==> src/rtl/onehot_rr_arbiter_if.sv <==
`default_nettype none
// ============================================================================
// Module      : onehot_rr_arbiter_if
// Description : Request/grant bundle between requesters and onehot_rr_arbiter.
// Revision    : 1.0 - initial release
// ============================================================================
interface onehot_rr_arbiter_if;
    logic [3:0] req;
    logic [3:0] grant;
    logic [1:0] owner;
    logic       busy;
    logic       timeout;

    modport master (
        output req,
        input  grant,
        input  owner,
        input  busy,
        input  timeout
    );

    modport slave (
        input  req,
        output grant,
        output owner,
        output busy,
        output timeout
    );
endinterface
`default_nettype wire

==> src/rtl/onehot_rr_arbiter.sv <==
`default_nettype none
// ============================================================================
// Module      : onehot_rr_arbiter
// Description : 4-way round-robin arbiter with a registered one-hot grant.
//               Define ARB_TIMEOUT_EN to revoke grants held for HOLD_MAX cycles.
// Revision    : 1.0 - initial release
// ============================================================================
module onehot_rr_arbiter #(
    parameter int unsigned HOLD_MAX = 8
) (
    input  wire logic           clk,
    input  wire logic           rst,
    onehot_rr_arbiter_if.slave  bus
);

    typedef enum logic [0:0] {
        S_IDLE  = 1'b0,
        S_GRANT = 1'b1
    } state_t;

    state_t     state_q;
    logic [3:0] grant_q;
    logic [1:0] last_q;
    logic       init_q;
    logic [1:0] last_d;
    logic       win_d;
    logic [1:0] cand;
    logic [1:0] owner_dec;

    if (HOLD_MAX < 2 || HOLD_MAX > 255) begin : g_hold_max_range
        $error("onehot_rr_arbiter: HOLD_MAX must be within 2..255");
    end

    // Search upward from the slot after the previous owner, wrapping at 3.
    always_comb begin
        win_d  = 1'b0;
        last_d = 2'd0;
        cand   = 2'd0;
        for (int k = 1; k <= 4; k++) begin
            cand = last_q + 2'(k);
            if (!win_d && bus.req[cand]) begin
                win_d  = 1'b1;
                last_d = cand;
            end
        end
    end

`ifdef ARB_TIMEOUT_EN
    logic [7:0] hold_q;
    logic       timeout_q;
`endif

    // init_q holds off grants until the second edge after reset release.
    always_ff @(posedge clk or posedge rst) begin
        if (rst) begin
            state_q   <= S_IDLE;
            grant_q   <= 4'b0000;
            last_q    <= 2'd3;
            init_q    <= 1'b0;
`ifdef ARB_TIMEOUT_EN
            hold_q    <= 8'd0;
            timeout_q <= 1'b0;
`endif
        end else begin
            init_q <= 1'b1;
`ifdef ARB_TIMEOUT_EN
            timeout_q <= 1'b0;
`endif
            case (state_q)
                S_IDLE: begin
                    if (init_q && win_d) begin
                        state_q <= S_GRANT;
                        grant_q <= 4'b0001 << last_d;
                        last_q  <= last_d;
`ifdef ARB_TIMEOUT_EN
                        hold_q  <= 8'd1;
`endif
                    end
                end
                S_GRANT: begin
                    if (!bus.req[last_q]) begin
                        state_q <= S_IDLE;
                        grant_q <= 4'b0000;
`ifdef ARB_TIMEOUT_EN
                        hold_q  <= 8'd0;
                    end else if (hold_q == 8'(HOLD_MAX)) begin
                        // Forced revoke; last_q keeps the revoked owner so rotation moves on.
                        state_q   <= S_IDLE;
                        grant_q   <= 4'b0000;
                        hold_q    <= 8'd0;
                        timeout_q <= 1'b1;
                    end else begin
                        hold_q  <= hold_q + 8'd1;
`endif
                    end
                end
                default: begin
                    state_q <= S_IDLE;
                    grant_q <= 4'b0000;
                end
            endcase
        end
    end

    always_comb begin
        owner_dec = 2'd0;
        case (grant_q)
            4'b0010: owner_dec = 2'd1;
            4'b0100: owner_dec = 2'd2;
            4'b1000: owner_dec = 2'd3;
            default: owner_dec = 2'd0;
        endcase
    end

    assign bus.grant = grant_q;
    assign bus.owner = owner_dec;
    assign bus.busy  = |grant_q;
`ifdef ARB_TIMEOUT_EN
    assign bus.timeout = timeout_q;
`else
    assign bus.timeout = 1'b0;
`endif

endmodule
`default_nettype wire

==> src/flat_wrapper.sv <==
// flat-port wrapper written by rule: the top's interface ports become plain ports
module onehot_rr_arbiter_flat 
#(
    parameter int unsigned HOLD_MAX = 8
)
  (clk, rst, bus_req, bus_grant, bus_owner, bus_busy, bus_timeout);
  onehot_rr_arbiter_if bus_i ();
  input  wire logic clk;
  input  wire logic rst;
  input wire logic [$bits(bus_i.req)-1:0] bus_req;
  output wire logic [$bits(bus_i.grant)-1:0] bus_grant;
  output wire logic [$bits(bus_i.owner)-1:0] bus_owner;
  output wire logic [$bits(bus_i.busy)-1:0] bus_busy;
  output wire logic [$bits(bus_i.timeout)-1:0] bus_timeout;
  assign bus_i.req = bus_req;
  assign bus_grant = bus_i.grant;
  assign bus_owner = bus_i.owner;
  assign bus_busy = bus_i.busy;
  assign bus_timeout = bus_i.timeout;
  onehot_rr_arbiter #(.HOLD_MAX(HOLD_MAX)) u_core (.clk(clk), .rst(rst), .bus(bus_i));
endmodule
==> config.mk <==
export PLATFORM = sky130hd
export DESIGN_NAME = onehot_rr_arbiter_flat
export DESIGN_NICKNAME = d
export VERILOG_FILES = /design/src/rtl/onehot_rr_arbiter_if.sv /design/src/rtl/onehot_rr_arbiter.sv /design/src/flat_wrapper.sv
export SDC_FILE = /design/constraint.sdc
export NUM_CORES = 1
export LEC_CHECK = 0
export BUFFER_PORTS_ARGS = -buffer_cell sky130_fd_sc_hd__clkbuf_2
export CAP_MARGIN = 20
export CORE_AREA = 2 2 40 42
export CTS_CLUSTER_DIAMETER = 100
export CTS_CLUSTER_SIZE = 12
export DETAILED_ROUTE_END_ITERATION = 16
export DIE_AREA = 0 0 42 44
export PLACE_DENSITY = 0.69
export SLEW_MARGIN = 10
export SYNTH_ARGS = -nofsm -noshare
export SYNTH_HDL_FRONTEND = slang
export SYNTH_SLANG_ARGS = --single-unit
==> constraint.sdc <==
create_clock -name clk -period 1.9 [get_ports clk]
set_clock_uncertainty 0.05 [all_clocks]
set_input_delay 0.095 -clock clk [delete_from_list [all_inputs] [get_ports clk]]
set_output_delay 0.095 -clock clk [all_outputs]
set_load 0.01 [all_outputs]
==> results.toml <==
[run_status]
outcome = "finished, final reports clean"

[sta]
worst_slew_pin_slew_ps = 603
setup_viol = 0
slew_headroom = 0.598
max_freq_mhz = 530
slew_violations = 0
min_period_ps = 1890
min_period_over_period = 0.993
setup_ws_ps = 12.9
timing.hold.ws_ps = 261
rsz0062_at_grt = "yes"
finalHoldViolCount = 0

[synth]
synth_nets = 72
netlist_area_um2 = 616
ys.flop_type = "dfrtp_1"
synth-async-reset-ratio = 1.00
ys_seq_elements = 8
synth.avg_cell_area_um2 = 9.33
synth-edff-count = 0
yosys_warnings = 0
netlist_instances = 66
yosysSeqAreaShare = 0.329
synth_cell_types = 36

[route]
wl_um = 1480
routed-via-count = 600
drc = 0
drt_iter0_markers = 10
ant_nets = 0
dr.pass1.iters = 4
avgViaCountPerCell = 6.12
wl_per_cell_um = 15.1

[clock_network]
root_buffer = "clkbuf_4"
h-tree-depth = 1
cts_setup_buffers = 0
numClockSinks = 8
worstSkewPairLatency_ps = 250
path_clk_slew_ps = 60
cts_made_buffers = 3
clockBufferDepth = 2
tritoncts = "done"

[floorplan]
row_count = 14
die_y_um = 44
core_region_area_um2 = 1420
fp.dieW_um = 42
start_util = 0.434
die_area_um2 = 1850
io_pins = 14

[setup_path]
end_kind = "flip-flop"
crit_path_cell_trace = "mux4_2, or3b_1, o221ai_2"
start_kind = "flip-flop"
crit_family = "flip-flops"
cpPeakStageDelay_ps = 600
cpMaxStageDelayCell = "dfstp_2"
crit_required_ps = 2030
cp_num_buf_inv = 0
critical_path_arrival_ps = 2010
cp_max_fo = 7
worstSetupPathType = "flip-flop to flip-flop"
r2r_slack_ps = 10

[layout]
area_growth_pct = 22.8
fillers = 138
layout_commonest_cell = "clkbuf_2"
design_area_um2 = 756
layout.nets = 89
utilization = 0.533
final_cell_mix = "12 x clkbuf_2, 6 x dfrtp_1, 4 x nor2_1, 4 x a31oi_1"
drive_above_1_share = 0.366
diodes = 0

[flow_run]
max_cap_violations = 0

[place]
dp_worst_setup_slack_ps = 15.9
dpl_cell_area_um2 = 694
port_buffers = 12
place_hpwl_um = 1070
place_congestion = 0.771

[power_and_ir_drop]
p_per_area_nw_per_um2 = 1600
vdd_drop_max_mv = 0.800
leakage_nw = 0.311

[global_routing]
grt_util_met3 = 0.0625
first_global_vias = 485
grt_pass1_wl_um = 2240
grt_overflow = 0
antenna_found_initial = 0
met2_usage = 0.303
grt_max_degree = 14
use_met1 = 0.178
track_usage = 0.167
grt-busiest-layer = "met2"

[worst_hold_path]
hold_class = "input port to async pin"
==> synthesized netlist by cell type, types with 3 or more instances <==
library cell,instances,area (um^2)
nor2_1,4,15.0
o21ai_0,3,15.0
nor3_1,3,15.0
dfrtp_1,6,150
a31oi_1,4,25.0
nand2b_1,3,18.8
or3b_1,3,26.3
o221ai_1,3,26.3
nor3b_1,3,22.5
==> per-stage QoR <==
step,instances,setup TNS [ps],total power [mW]
3_5_place_dp,93,0,1.03
3_3_place_gp,93,0,1.01
4_1_cts,98,0,1.18
2_1_floorplan,66,0,0.807
5_1_grt,98,-36.3,1.30
6_report,98,0,1.21
==> where the power goes <==
group	internal, mW	switching [mW]	total, mW
logic	0.342	0.328	0.670
registers	0.263	0.131	0.394
clock network	0.0807	0.0641	0.145
total	0.686	0.522	1.21
==> final cells by class <==
| type | instances | area [um^2] | area share |
|---|---|---|---|
| tap | 16 | 20.0 | 0.0265 |
| sequential | 8 | 203 | 0.268 |
| multi-input combinational | 53 | 414 | 0.548 |
| timing repair buffer | 15 | 85.1 | 0.113 |
| inverter | 2 | 7.51 | 0.00993 |
| clock buffer | 4 | 26.3 | 0.0348 |
==> tightest hold or removal path, delay by kind of cell <==
kind / cells / cell delay (ps)
buffers and inverters: 3 / 880
==> timing repair <==
| item | 4_1_cts | 5_1_grt |
|---|---|---|
| hold buffers | 1 | 0 |
| hold endpoints to repair | 8 | 0 |
| resized for setup | 0 | 6 |
| endpoints found under the setup margin | 0 | 3 |
==> registers in the layout (all words and copies together) (netlist names) <==
| register | cells |
|---|---|
| u_core.bus.grant | 4 |
| u_core.last_q | 2 |
| u_core.init_q | 1 |
| u_core.state_q | 1 |
==> worst paths after layout <==
| check | startpoint | endpoint | depth (start not counted) |
|---|---|---|---|
| worst min-delay path | rst | u_core.bus.grant[1]$_DFFE_PP0P_ | 3 |
| worst max-delay path | u_core.last_q[0]$_DFFE_PP1P_ | u_core.bus.grant[1]$_DFFE_PP0P_ | 3 |
| max in group asynchronous | rst | u_core.last_q[0]$_DFFE_PP1P_ | 3 |
| worst min register to register | u_core.last_q[0]$_DFFE_PP1P_ | u_core.last_q[0]$_DFFE_PP1P_ | 1 |
| worst max register to register | u_core.last_q[0]$_DFFE_PP1P_ | u_core.bus.grant[1]$_DFFE_PP0P_ | 3 |
| min in group clk | bus_req[3] | u_core.bus.grant[2]$_DFFE_PP0P_ | 4 |
==> cells by family (layout without fill, tap and decap cells) <==
group / count (synthesis) / in the layout / synth area share
AO/OA/AOI/OAI: 19 / 19 / 0.232
XOR/XNOR: 2 / 2 / 0.0285
buffers and inverters: 5 / 21 / 0.0386
flip-flops: 8 / 8 / 0.329
multiplexers: 2 / 2 / 0.0549
other: 2 / 2 / 0.0122
AND/OR/NAND/NOR: 28 / 28 / 0.305
==> per-layer routing <==
| metal | share of wire | vias to the layer above |
|---|---|---|
| li1 | - | 292 |
| met1 | 0.41 | 293 |
| met2 | 0.54 | 15 |
| met3 | 0.051 | 0 |
| met4 | 0 | 0 |
| met5 | 0 | - |
Note: power is estimated with default switching activity, not from simulation.
